==> src/rtl/uart_tx_sched.sv <==
// uart_tx_sched: shares the single buart TX path between a FIFO-buffered CPU
// requester (A) and an unbuffered handshake requester (B). One byte in flight
// at a time, round-robin when both are pending, and a bounded wait for the
// UART busy edge so a missed busy never stalls the scheduler.
//
//   state       | meaning
//   ------------+--------------------------------------------------------
//   S_IDLE      | waiting for UART idle and a pending requester; grants
//   S_ISSUE     | one-cycle write strobe; pops FIFO (A) or acks B
//   S_WAIT_BUSY | waiting for tx_busy to rise, bounded by BUSY_TO cycles
//   S_WAIT_DONE | UART transmitting; wait for tx_busy to fall
module uart_tx_sched #(
  parameter int DEPTH   = 16,
  parameter int AW      = 4,
  parameter int BUSY_TO = 4
) (
  input  logic          clk,
  input  logic          reset,
  input  logic          a_valid,
  input  logic [7:0]    a_data,
  output logic          a_ready,
  input  logic          b_req,
  input  logic [7:0]    b_data,
  output logic          b_ack,
  output logic [AW:0]   fifo_count,
  output logic          ovf,
  output logic          tx_wr,
  output logic [7:0]    tx_data,
  input  logic          tx_busy
);

  localparam int TW = $clog2(BUSY_TO + 1);
  localparam logic [AW:0]   FULL_CNT = DEPTH[AW:0];
  localparam logic [AW:0]   CNT_ONE  = 1;
  localparam logic [AW-1:0] PTR_ONE  = 1;
  localparam logic [TW-1:0] TO_ONE   = 1;
  localparam logic [TW-1:0] TO_LAST  = TW'(BUSY_TO - 1);

  typedef enum logic [1:0] {
    S_IDLE      = 2'd0,
    S_ISSUE     = 2'd1,
    S_WAIT_BUSY = 2'd2,
    S_WAIT_DONE = 2'd3
  } state_t;

  typedef enum logic {
    GR_A = 1'b0,
    GR_B = 1'b1
  } grant_t;

  state_t        r_state;
  state_t        w_state_nxt;
  grant_t        r_grant;
  grant_t        r_last_grant;
  grant_t        w_grant;
  logic [7:0]    r_mem [DEPTH];
  logic [AW-1:0] r_wptr;
  logic [AW-1:0] r_rptr;
  logic [AW:0]   r_count;
  logic          r_ovf;
  logic [7:0]    r_tx_data;
  logic [TW-1:0] r_to;

  logic w_push;
  logic w_pop;
  logic w_a_pend;
  logic w_b_pend;
  logic w_grant_en;
  logic w_to_done;

  assign a_ready    = (r_count < FULL_CNT);
  assign w_push     = a_valid && a_ready;
  assign w_a_pend   = (r_count != '0);
  assign w_b_pend   = b_req;
  assign w_to_done  = (r_to == TO_LAST);
  assign fifo_count = r_count;
  assign ovf        = r_ovf;
  assign tx_data    = r_tx_data;

  // FIFO storage; contents are not reset, the pointers alone define validity.
  always_ff @(posedge clk) begin
    if (w_push) begin
      r_mem[r_wptr] <= a_data;
    end
  end

  // FIFO pointers and occupancy; a simultaneous push and pop nets to zero.
  always_ff @(posedge clk) begin
    if (reset) begin
      r_wptr  <= '0;
      r_rptr  <= '0;
      r_count <= '0;
    end else begin
      if (w_push) r_wptr <= r_wptr + PTR_ONE;
      if (w_pop)  r_rptr <= r_rptr + PTR_ONE;
      case ({w_push, w_pop})
        2'b10:   r_count <= r_count + CNT_ONE;
        2'b01:   r_count <= r_count - CNT_ONE;
        default: r_count <= r_count;
      endcase
    end
  end

  // Sticky overflow: a CPU byte offered while the FIFO is full is dropped.
  always_ff @(posedge clk) begin
    if (reset) begin
      r_ovf <= 1'b0;
    end else if (a_valid && !a_ready) begin
      r_ovf <= 1'b1;
    end
  end

  // FSM state register.
  always_ff @(posedge clk) begin
    if (reset) begin
      r_state <= S_IDLE;
    end else begin
      r_state <= w_state_nxt;
    end
  end

  // Next-state, arbitration and strobe decode.
  always_comb begin
    w_state_nxt = r_state;
    w_grant     = GR_A;
    w_grant_en  = 1'b0;
    w_pop       = 1'b0;
    tx_wr       = 1'b0;
    b_ack       = 1'b0;
    case (r_state)
      S_IDLE: begin
        if (!tx_busy && (w_a_pend || w_b_pend)) begin
          w_grant_en  = 1'b1;
          w_state_nxt = S_ISSUE;
          if (w_a_pend && w_b_pend) begin
            if (r_last_grant == GR_A) w_grant = GR_B;
            else                      w_grant = GR_A;
          end else if (w_b_pend) begin
            w_grant = GR_B;
          end else begin
            w_grant = GR_A;
          end
        end
      end
      S_ISSUE: begin
        tx_wr       = 1'b1;
        w_state_nxt = S_WAIT_BUSY;
        if (r_grant == GR_A) w_pop = 1'b1;
        else                 b_ack = 1'b1;
      end
      S_WAIT_BUSY: begin
        if (tx_busy)        w_state_nxt = S_WAIT_DONE;
        else if (w_to_done) w_state_nxt = S_IDLE;
      end
      S_WAIT_DONE: begin
        if (!tx_busy) w_state_nxt = S_IDLE;
      end
      default: w_state_nxt = S_IDLE;
    endcase
  end

  // Latch grant and outgoing byte at grant time; tx_data holds until the next grant.
  always_ff @(posedge clk) begin
    if (reset) begin
      r_grant      <= GR_A;
      r_last_grant <= GR_B;
      r_tx_data    <= 8'h00;
    end else if (w_grant_en) begin
      r_grant      <= w_grant;
      r_last_grant <= w_grant;
      if (w_grant == GR_A) r_tx_data <= r_mem[r_rptr];
      else                 r_tx_data <= b_data;
    end
  end

  // Busy-edge timeout: cleared in ISSUE, counts idle cycles in WAIT_BUSY.
  always_ff @(posedge clk) begin
    if (reset) begin
      r_to <= '0;
    end else if (r_state == S_ISSUE) begin
      r_to <= '0;
    end else if ((r_state == S_WAIT_BUSY) && !tx_busy) begin
      r_to <= r_to + TO_ONE;
    end
  end

endmodule

==> config.mk <==
export PLATFORM = sky130hd
export DESIGN_NAME = uart_tx_sched
export DESIGN_NICKNAME = d
export VERILOG_FILES = /design/src/rtl/uart_tx_sched.sv
export SDC_FILE = /design/constraint.sdc
export NUM_CORES = 1
export LEC_CHECK = 0
export CAP_MARGIN = 25
export CORE_MARGIN = 5
export CORE_UTILIZATION = 57
export CTS_CLUSTER_SIZE = 20
export DETAILED_ROUTE_END_ITERATION = 8
export DONT_BUFFER_PORTS = 1
export PLACE_DENSITY = 0.76
export SYNTH_ARGS = -nofsm -noshare
export SYNTH_HDL_FRONTEND = slang
export SYNTH_SLANG_ARGS = --single-unit
==> constraint.sdc <==
create_clock -name clk -period 2.81 [get_ports clk]
set_clock_uncertainty 0.05 [all_clocks]
set_input_delay 0.562 -clock clk [delete_from_list [all_inputs] [get_ports clk]]
set_output_delay 0.562 -clock clk [all_outputs]
set_load 0.01 [all_outputs]
==> impl_metrics.csv <==
group,metric,value,unit
detailed_routing,viasPerCell,6.262,
timing,max_freq,0.3945,GHz
yosys,synth_ff_type,"edfxtp_1",
grt,antenna_found_initial,0,
layout,final_util,65.56,%
critical_path,arrival,2.79,ns
yosys,synth_simple_gate_area_share,6.316,%
placement,gp_congestion,0.8777,
yosys,synth_cell_types,47,
detailed_routing,wl_per_cell,22.56,um
timing,finalHoldViolations,0,
yosys,synth_xor_area_share,1.340,%
layout,n_antenna_cell,0,
detailed_routing,drcViolationCount,0,
detailed_routing,first_pass_iters,5,
pwr,clockPowerShare,40.6,%
placement,place.port_buffers,0,
pwr,p_leak,2.463,nW
pwr,p_sw_share,24.57,%
clock_network,htreeDepth,4,
critical_path,crit_type,"register to register",
pwr,power.density,785.2,mW/mm^2
yosys,muxShareOfSynthArea,12.11,%
yosys,syn_inst,405,
clock_network,cts_root_buf,"clkbuf_16",
pwr,ir_worst_vdd,0.6509,mV
clock_network,numCtsBuffers,17,
die,ioPinCount,38,
yosys,yosys.area.top_type,"edfxtp_1",
clock_network,cts_tree,"built",
pwr,internal-power,0.004396,W
yosys,syn_area,0.006538,mm^2
detailed_routing,drt-initial-drc-count,329,
critical_path,crit_required,3.07,ns
yosys,synth_top_family_by_area,"multiplexers",
timing,worst_pin_slew,0.6369,ns
layout,fin_nets,463,
detailed_routing,wl,13240,um
detailed_routing,vias,3676,
grt,grt_pass1_wl,20860,um
pwr,pwr-share-comb,11.3,%
timing,slew-limit-headroom,57.39,%
critical_path,critPathMaxFanout,9,
critical_path,setup.worst_path.start_class,"register",
grt,grt_pass1_vias,3810,
layout,final_area,0.007422,mm^2
yosys,synth-seq-cells,161,
clock_network,cts_sinks,161,
pwr,seq_power_share,48.2,%
clock_network,cts_max_path_buffers,2,
yosys,async_flop_share,0,%
pwr,power,0.005828,W
die,start_util,57.75,%
timing,fin_crit,2.535,ns
critical_path,end_kind,"register",
job,cap_violations,0,
timing,fin_crit_sh,90.21,%
clock_network,cts_resized,0,
timing,setup_tns,0,ns
yosys,yosysSeqAreaShare,68.90,%
placement,dp_hpwl,9148,um
die,die_area,0.01371,mm^2
yosys,syn_nets,437,
placement,postPlaceCellArea,0.006813,mm^2
timing,rsz0062_at_grt,"no",
clock_network,clk_pin_slew_worst_paths,0.06,ns
layout,drive_gt1_share,21.40,%
hold_path,whs_path_depth,1,
yosys,synth_top_area_share,58.79,%
yosys,ys_warn_count,0,
yosys,synth_compound_area_share,6.928,%
timing,drv_slew,0,
yosys,synth_edf_count,128,
detailed_routing,ant_nets,0,
grt,grt-ovfl-total,0,
layout,fillCellCount,779,
timing,setup_viol,0,
die,core_area,0.01132,mm^2
clock_network,clk_latency,0.42,ns
die,die_x,117.1,um
die,dieHeight,117.1,um
grt,grtUsageTotal,21.09,%
clock_network,cts_hold_buf,0,
die,fp-row-count,39,
hold_path,hold_path.class,"primary input to register",
layout,area_growth,13.53,%
clock_network,post-cts-setup-buffers,0,
pwr,switchingPower,0.001432,W
yosys,synthAdderAreaFrac,2.105,%
critical_path,ff2ff_path_depth,10,
yosys,yosys-top-cells-area,"edfxtp_1, dfxtp_1, mux4_2",
yosys,avgSynthCellArea,16.14,um^2
status,status,"completed",
grt,grt_start_max_net_pins,33,
## cell usage in the layout, fill, tap and decap left out, types with 3 or more instances in the layout
cell type | Yosys | final
clkbuf_16 | 0 | 17
a22oi_1 | 12 | 12
o21ai_0 | 8 | 8
bufinv_16 | 0 | 3
nand3b_1 | 3 | 3
inv_6 | 0 | 3
nand2b_1 | 5 | 5
xor2_1 | 8 | 8
dfxtp_1 | 33 | 32
and2_1 | 3 | 3
mux2i_1 | 9 | 9
nand2_1 | 15 | 15
inv_1 | 7 | 7
mux4_2 | 29 | 29
a21oi_1 | 15 | 15
nor2b_1 | 4 | 4
buf_4 | 1 | 26
nor3_1 | 7 | 7
edfxtp_1 | 128 | 128
ha_1 | 11 | 11
nor2_1 | 44 | 44
a311oi_1 | 5 | 5
o22ai_1 | 11 | 11
## worst max-delay path: stages (launching register included)
cell and delay [ns]:
dfxtp_1 0.49, nand2b_1 0.22, nor2_1 0.09, ha_1 0.21, xor2_1 0.15, ha_1 0.23, a211o_2 0.32, nand2_1 0.07
nand3b_1 0.08, a31oi_1 0.17, mux2_2 0.35
## registers in the layout, indices dropped and copies added, names as in the netlist, named ones only
| name | count |
|---|---|
| fifo_count | 5 |
| r_rptr | 4 |
| r_grant | 1 |
| r_mem | 128 |
| r_wptr | 4 |
| r_state | 2 |
| r_last_grant | 1 |
| tx_data | 8 |
| r_to | 3 |
| ovf | 1 |
## synthesized netlist by cell type (3+ instances only)
cell,n
edfxtp_1,128
nor2_1,44
dfxtp_1,33
mux4_2,29
a21oi_1,15
nand2_1,15
a22oi_1,12
ha_1,11
o22ai_1,11
clkbuf_1,9
mux2i_1,9
o21ai_0,8
xor2_1,8
inv_1,7
nor3_1,7
a311oi_1,5
buf_2,5
nand2b_1,5
nor2b_1,4
and2_1,3
nand3b_1,3
## per-layer routing
layer	GRT usage, %	part of all wire, %
met1	26.19	40
met2	35.46	52
met3	6.170	6.4
met4	7.645	1.8
met5	0	0
## cells by family after synthesis
group	after synthesis
DFF	161
buffers and inverters	28
and+or+nand+nor	89
adders and majority gates	11
xor gates and xnor gates	10
AOI/OAI and AO/OA	65
muxes	41
## cell type report
| class | instances | area (um^2) | area share [%] |
|---|---|---|---|
| clock buffer | 18 | 429.2 | 5.782 |
| clock inverter | 14 | 180.2 | 2.428 |
| inverter | 8 | 30.03 | 0.4046 |
| multi-input combinational | 216 | 1883 | 25.37 |
| sequential | 161 | 4506 | 60.70 |
| tap | 143 | 178.9 | 2.411 |
| timing repair buffer | 27 | 215.2 | 2.900 |
## power groups by stage
stage          Combinational (W)  Clock [W]  Sequential (W)
2_1_floorplan           0.000541          0         0.00280
3_3_place_gp            0.000622          0         0.00285
3_5_place_dp            0.000643          0         0.00286
4_1_cts                 0.000651    0.00239         0.00281
5_1_grt                 0.000713    0.00250         0.00283
6_report                0.000656    0.00236         0.00281
## metrics by stage
stage               instances  setup WS, ns  hold slack [ns]
finish                    587        0.2750           0.1595
global route              587       0.07418           0.1376
CTS                       587        0.2761           0.1397
detailed placement        555        0.2587           0.4113
global placement          555        0.3253           0.4010
floorplan                 405       0.04188           0.3951
## worst paths after layout
check	from	to	slack [ns]
min reg2reg	r_grant	r_grant	0.42
max reg2reg	r_state[1]	fifo_count[4]	0.28
max	r_state[1]	fifo_count[4]	0.28
min	reset	ovf	0.16
Note: power is estimated with default switching activity, not from simulation.
